$ cat config.mk
export PLATFORM = sky130hd
export DESIGN_NAME = cross_seq_nest
export DESIGN_NICKNAME = d
export VERILOG_FILES = /design/src/rtl/cross_seq_nest.sv
export SDC_FILE = /design/constraint.sdc
export NUM_CORES = 1
export LEC_CHECK = 0
export CAP_MARGIN = 20
export CORE_MARGIN = 1.5
export CORE_UTILIZATION = 25
export DETAILED_ROUTE_END_ITERATION = 10
export GPL_ROUTABILITY_DRIVEN = 0
export GPL_TIMING_DRIVEN = 1
export PLACE_DENSITY_LB_ADDON = 0.3
export SYNTH_ARGS = -nofsm -noshare
export SYNTH_HDL_FRONTEND = slang
export SYNTH_SLANG_ARGS = --single-unit
$ cat constraint.sdc
create_clock -name clk -period 6.7 [get_ports clk]
set_clock_uncertainty 0.1 [all_clocks]
set_input_delay 1.34 -clock clk [delete_from_list [all_inputs] [get_ports clk]]
set_output_delay 1.34 -clock clk [all_outputs]
set_load 0.05 [all_outputs]
$ cat src/rtl/cross_seq_nest.sv
// cross_seq_nest: stream expander. Each upstream beat is replayed across a
// DEPTH-level nested odometer (level 0 innermost). Every output beat carries
// the upstream payload and all level indices.
// Optional build macro CROSS_SEQ_NEST_OREG_EN adds a 2-entry skid register on
// the cd_* outputs (1-cycle latency, full throughput). Without it, the
// upstream-to-downstream path is purely combinational.
module cross_seq_nest #(
  parameter int W          = 32,
  parameter int DEPTH      = 2,
  parameter int FRAME_MODE = 0
) (
  input  logic               clk,
  input  logic               rst_n,
  input  logic [DEPTH*W-1:0] cnt_ini,
  input  logic [DEPTH*W-1:0] cnt_max,
  input  logic [DEPTH*W-1:0] cnt_inc,
  input  logic [W-1:0]       uc_d0,
  input  logic [3:0]         uc_mflags,
  output logic [1:0]         cu_sflags,
  output logic [W-1:0]       cd_d0,
  output logic [DEPTH*W-1:0] cd_idx,
  output logic [3:0]         cd_mflags,
  input  logic [1:0]         dc_sflags
);

  localparam logic [0:0] ST_HEAD = 1'b0;
  localparam logic [0:0] ST_BODY = 1'b1;

  logic       uc_vld, uc_first, uc_last;
  logic       dc_abt, dc_bsy;
  logic       unused_again;

  assign uc_vld       = uc_mflags[0];
  assign uc_last      = uc_mflags[1];
  assign uc_first     = uc_mflags[2];
  assign unused_again = uc_mflags[3];
  assign dc_bsy       = dc_sflags[0];
  assign dc_abt       = dc_sflags[1];

  logic [0:0]   state_q;
  logic [W-1:0] cnt_q  [DEPTH];
  logic [W-1:0] ini_v  [DEPTH];
  logic [W-1:0] max_v  [DEPTH];
  logic [W-1:0] inc_v  [DEPTH];
  logic [W-1:0] cur_v  [DEPTH];
  logic [W-1:0] nxt_v  [DEPTH];
  logic [W:0]   sum_v  [DEPTH];
  logic [DEPTH-1:0] term;
  logic [DEPTH:0]   adv;
  logic             all_term;
  logic             head;

  logic             core_bsy;
  logic             core_acc;
  logic             abort;
  logic             core_first, core_last;
  logic [DEPTH*W-1:0] core_idx;

  assign head = (state_q == ST_HEAD);

  // Odometer: current indices, per-level terminal flags and stepped values.
  // adv[k] means every level below k is terminal, so level k moves this step.
  always_comb begin
    adv[0]   = 1'b1;
    term     = '0;
    core_idx = '0;
    for (int unsigned k = 0; k < DEPTH; k++) begin
      ini_v[k] = cnt_ini[k*W +: W];
      max_v[k] = cnt_max[k*W +: W];
      inc_v[k] = cnt_inc[k*W +: W];
      cur_v[k] = head ? ini_v[k] : cnt_q[k];
      sum_v[k] = {1'b0, cur_v[k]} + {1'b0, inc_v[k]};
      term[k]  = (inc_v[k] == '0) | (ini_v[k] > max_v[k]) |
                 (sum_v[k] > {1'b0, max_v[k]});
      nxt_v[k] = cur_v[k];
      if (adv[k]) nxt_v[k] = term[k] ? ini_v[k] : sum_v[k][W-1:0];
      adv[k+1] = adv[k] & term[k];
      core_idx[k*W +: W] = cur_v[k];
    end
  end

  assign all_term   = adv[DEPTH];
  assign core_acc   = uc_vld & ~core_bsy;
  assign abort      = dc_abt & uc_vld;
  assign core_first = head & ((FRAME_MODE != 0) ? uc_first : 1'b1);
  assign core_last  = all_term & ((FRAME_MODE != 0) ? uc_last : 1'b1);
  assign cu_sflags  = {dc_abt, ~((core_acc & all_term) | abort)};

  // Expansion state and counters advance on each accepted beat; abort restarts.
  always_ff @(posedge clk or negedge rst_n) begin
    if (!rst_n) begin
      state_q <= ST_HEAD;
      for (int unsigned k = 0; k < DEPTH; k++) cnt_q[k] <= '0;
    end else if (abort) begin
      state_q <= ST_HEAD;
    end else if (core_acc) begin
      state_q <= all_term ? ST_HEAD : ST_BODY;
      for (int unsigned k = 0; k < DEPTH; k++) cnt_q[k] <= nxt_v[k];
    end
  end

`ifdef CROSS_SEQ_NEST_OREG_EN
  localparam int EW = W + DEPTH*W + 2;

  logic [EW-1:0] ent_q [2];
  logic [EW-1:0] core_ent;
  logic [EW-1:0] head_ent;
  logic          rd_q, wr_q;
  logic [1:0]    fill_q;
  logic          push, pop, out_vld;

  // The core sees the skid as its downstream: it stalls only when both slots hold data.
  assign core_bsy = (fill_q == 2'd2);
  assign core_ent = {uc_d0, core_idx, core_first & uc_vld, core_last & uc_vld};
  assign push     = core_acc & ~abort;
  assign out_vld  = (fill_q != 2'd0);
  assign pop      = out_vld & ~dc_bsy;
  assign head_ent = ent_q[rd_q];

  // Two-slot skid FIFO; an abort flushes whatever is still queued.
  always_ff @(posedge clk or negedge rst_n) begin
    if (!rst_n) begin
      ent_q[0] <= '0;
      ent_q[1] <= '0;
      rd_q     <= 1'b0;
      wr_q     <= 1'b0;
      fill_q   <= '0;
    end else if (dc_abt) begin
      rd_q     <= 1'b0;
      wr_q     <= 1'b0;
      fill_q   <= '0;
    end else begin
      if (push) begin
        ent_q[wr_q] <= core_ent;
        wr_q        <= ~wr_q;
      end
      if (pop) rd_q <= ~rd_q;
      fill_q <= fill_q + {1'b0, push} - {1'b0, pop};
    end
  end

  assign cd_d0     = head_ent[EW-1 -: W];
  assign cd_idx    = head_ent[DEPTH*W+1 : 2];
  assign cd_mflags = {out_vld & dc_bsy, head_ent[1] & out_vld,
                      head_ent[0] & out_vld, out_vld};
`else
  assign core_bsy  = dc_bsy;
  assign cd_d0     = uc_d0;
  assign cd_idx    = core_idx;
  assign cd_mflags = {uc_vld & dc_bsy, core_first & uc_vld,
                      core_last & uc_vld, uc_vld};
`endif

endmodule

==> impl_metrics.py <==
metrics = {
    "floorplanning": {
        "row_count": 76,
        "start_util_pct": 25.37,
        "io_pins": 334,
        "die_x_um": 212.1,
        "core_um2": 43080,
        "die-area_um2": 44980,
        "die-height_um": 212.1,
    },
    "logic_synthesis": {
        "ys_types": 75,
        "synth-async-reset-ratio_pct": 100.0,
        "synthMuxAreaShare_pct": 11.20,
        "yosysWarnings": 0,
        "synth_top_family_by_area": "compound AO/OA/AOI/OAI gates",
        "ys_ff_latch": 65,
        "synth_nets": 1782,
        "synth_area_um2": 10930,
        "yosys.area_share.simple_pct": 15.70,
        "synth_compound_area_share_pct": 23.65,
        "synth_cells": 1356,
        "syn_area_per_cell_um2": 8.059,
        "synthAdderAreaFrac_pct": 22.35,
        "synth-main-ff-cell": "dfrtp_1",
        "synth_edf_count": 0,
        "ys_seq_area_share_pct": 14.88,
        "synth_xor_area_share_pct": 4.488,
    },
    "sta": {
        "fin_crit_sh_pct": 111.0,
        "period_needed_ps": 7437,
        "fin_ws_ps": -736.9,
        "worst_slew_margin_rel_pct": 49.20,
        "drv_slew": 0,
        "tightest_slew_ps": 762.0,
        "setup_viol": 2,
        "clock.fmax_ghz": 0.1345,
        "hold_viol": 0,
        "grt_setup_unrepaired": "yes",
    },
    "drt": {
        "initialDrtViolationCount": 582,
        "vias": 12900,
        "viasPerCell": 5.021,
        "drc": 0,
        "drt-total-wl_um": 47420,
        "avgRoutedWirePerCell_um": 18.46,
        "postRouteAntennaNets": 0,
        "dr.pass1.iters": 5,
    },
    "setup_path": {
        "crit_arrival_ps": 6000,
        "startpoint_type": "input port",
        "cp-end-kind": "output port",
        "startpoint": "cnt_ini[35]",
        "ff2ff_setup_slack_ps": 500,
        "r2r_start": "state_q",
        "critPathRequiredTime_ps": 5260,
        "path_class": "input port to output port",
        "cp_max_fo": 3,
    },
    "hold_path": {
        "worstHoldStart": "cnt_q[24]",
        "hold_path.class": "flop to flop",
    },
    "placed_design": {
        "hpwl_um": 37680,
        "dp_cells": 2502,
        "port_buffers": 266,
    },
    "global_route": {
        "overflow": 0,
        "antenna_found_initial": 3,
        "grt_pass1_vias": 13450,
        "track_usage_pct": 20.68,
        "grt_max_degree": 56,
        "grt_first_pass_wirelength_um": 71600,
    },
    "power": {
        "leakage_nw": 8.883,
        "irDropWorstVdd_v": 0.0001877,
        "power_mw": 6.990,
        "pwr_density_cell_nw_per_um2": 371.2,
    },
    "outcome": {
        "violations": "negative setup slack",
        "outcome": "complete, but fails checks",
    },
    "clock_network": {
        "clock_path_buffers": 2,
        "cts_sinks": 65,
        "clock_latency_ps": 380,
        "h-tree-depth": 3,
        "cts_hold_buffers": 0,
        "cts.clk_slew.worst_paths_ps": 70,
        "cts_tree": "done",
        "cts_buffers": 9,
        "cts-root-buf": "clkbuf_16",
    },
    "cells_and_area": {
        "drive_above_1_share_pct": 33.97,
        "seq_area_um2": 1630,
        "multi_input_area_um2": 9658,
        "fin_cells": 2569,
        "n_fill_cell": 4163,
        "antenna_cells": 0,
        "syn_to_final_growth_pct": 72.33,
        "nets": 2405,
    },
    "job": {
        "maxCapViolations": 0,
    },
}
-- final timing paths --
path / depth (start not counted) / end
max in group asynchronous: 2 / state_q
worst min register to register: 2 / cnt_q[24]
min in group asynchronous: 1 / cnt_q[40]
worst max register to register: 23 / cnt_q[7]
worst min-delay path: 2 / cnt_q[24]
worst max-delay path: 23 / cu_sflags[0]
-- report_power, final --
| part | internal (mW) | total (mW) | switching [mW] |
|---|---|---|---|
| Clock | 0.291 | 0.522 | 0.232 |
| Combinational | 2.93 | 5.79 | 2.86 |
| Sequential | 0.572 | 0.679 | 0.107 |
| Total | 3.79 | 6.99 | 3.20 |
-- synth_stat cells (all sizes together) (31+ instances only) --
master    n  area share, %
ha      192             22
nand2   147            5.0
inv     104            3.6
a21oi   102            4.7
o21ai    84            3.8
mux2     82            8.4
nor2     72            2.5
dfrtp    65             15
buf      46            3.1
xnor2    38            3.0
a21o     31            2.1
nand4    31            1.8
-- layout by cell type (no fill, tap or decap), types with 18 or more instances in the layout --
master             n
ha_4              35
nor4_1            18
clkdlybuf4s50_1  219
o21ai_1           28
ha_1             153
nand2_1          142
nand3_1           22
o21a_1            19
mux2i_1           30
a21o_1            31
nor2_1            71
nand4_1           31
o21ai_0           44
mux2_2            41
a31oi_1           24
a21oi_1           86
xnor2_1           32
dfrtp_1           64
buf_4            392
inv_1            100
mux2_4            28
-- metrics by stage --
stage / setup TNS (ps) / utilization (%) / hold slack [ps] / instance area (um2) / setup slack [ps]
6_report: -1447 / 43.72 / 381.9 / 18830 / -736.9
5_1_grt: -1756 / 43.72 / 404.9 / 18830 / -875.9
4_1_cts: -2994 / 42.32 / 381.4 / 18230 / -862.8
3_5_place_dp: -32460 / 39.56 / 366.6 / 17040 / -1213
3_3_place_gp: -26540 / 39.56 / 354.1 / 17040 / -1136
2_1_floorplan: -951.4 / - / 342.9 / 11210 / -597.7
-- registers in the layout (all words and copies together) (netlist names) --
register,flops
cnt_q,64
state_q,1
-- metal layers --
| metal | wire (um) | GRT usage [%] | vias up |
|---|---|---|---|
| met5 | 36 | 0 | - |
| met4 | 1670 | 8.768 | 6 |
| met3 | 2493 | 3.250 | 99 |
| met2 | 22690 | 36.02 | 445 |
| met1 | 20540 | 25.14 | 6096 |
| li1 | - | - | 6254 |
-- timing repair --
item                                    CTS  global route
endpoints found under the hold margin     0             0
pin swaps                                62            68
endpoints found under the setup margin   36            66
setup buffers                            38            21
resized for setup                       173            94
gates cloned                              2             0
-- final cells by class --
| class | count | area share (%) |
|---|---|---|
| Multi-Input combinational cell | 1111 | 51.29 |
| Timing Repair Buffer | 688 | 32.52 |
| Sequential cell | 65 | 8.657 |
| Tap cell | 585 | 3.887 |
| Inverter | 104 | 2.086 |
| Clock buffer | 14 | 1.508 |
| Clock inverter | 2 | 0.05315 |
-- logic make-up after synthesis --
kind of cell,count (synthesis)
fa+ha+maj,194
simple gates,361
compound gates,388
xor+xnor,56
buf+inv,180
mux,112
flops,65
-- worst max-delay path, cell delays in order --
cell	delay, ps
dlygate4sd2_1	260
mux2_4	300
ha_4	270
o211ai_1	110
o211ai_1	330
a211oi_2	110
buf_4	160
o31ai_4	340
buf_4	190
a21oi_1	70
nor2_2	160
xnor2_2	150
inv_1	100
ha_4	280
nand4_1	160
or4_4	470
o32ai_4	290
nand3_2	130
o21ai_4	110
o311ai_4	140
and3_4	230
o21ai_4	130
buf_12	150
Note: power is estimated with default switching activity, not from simulation.
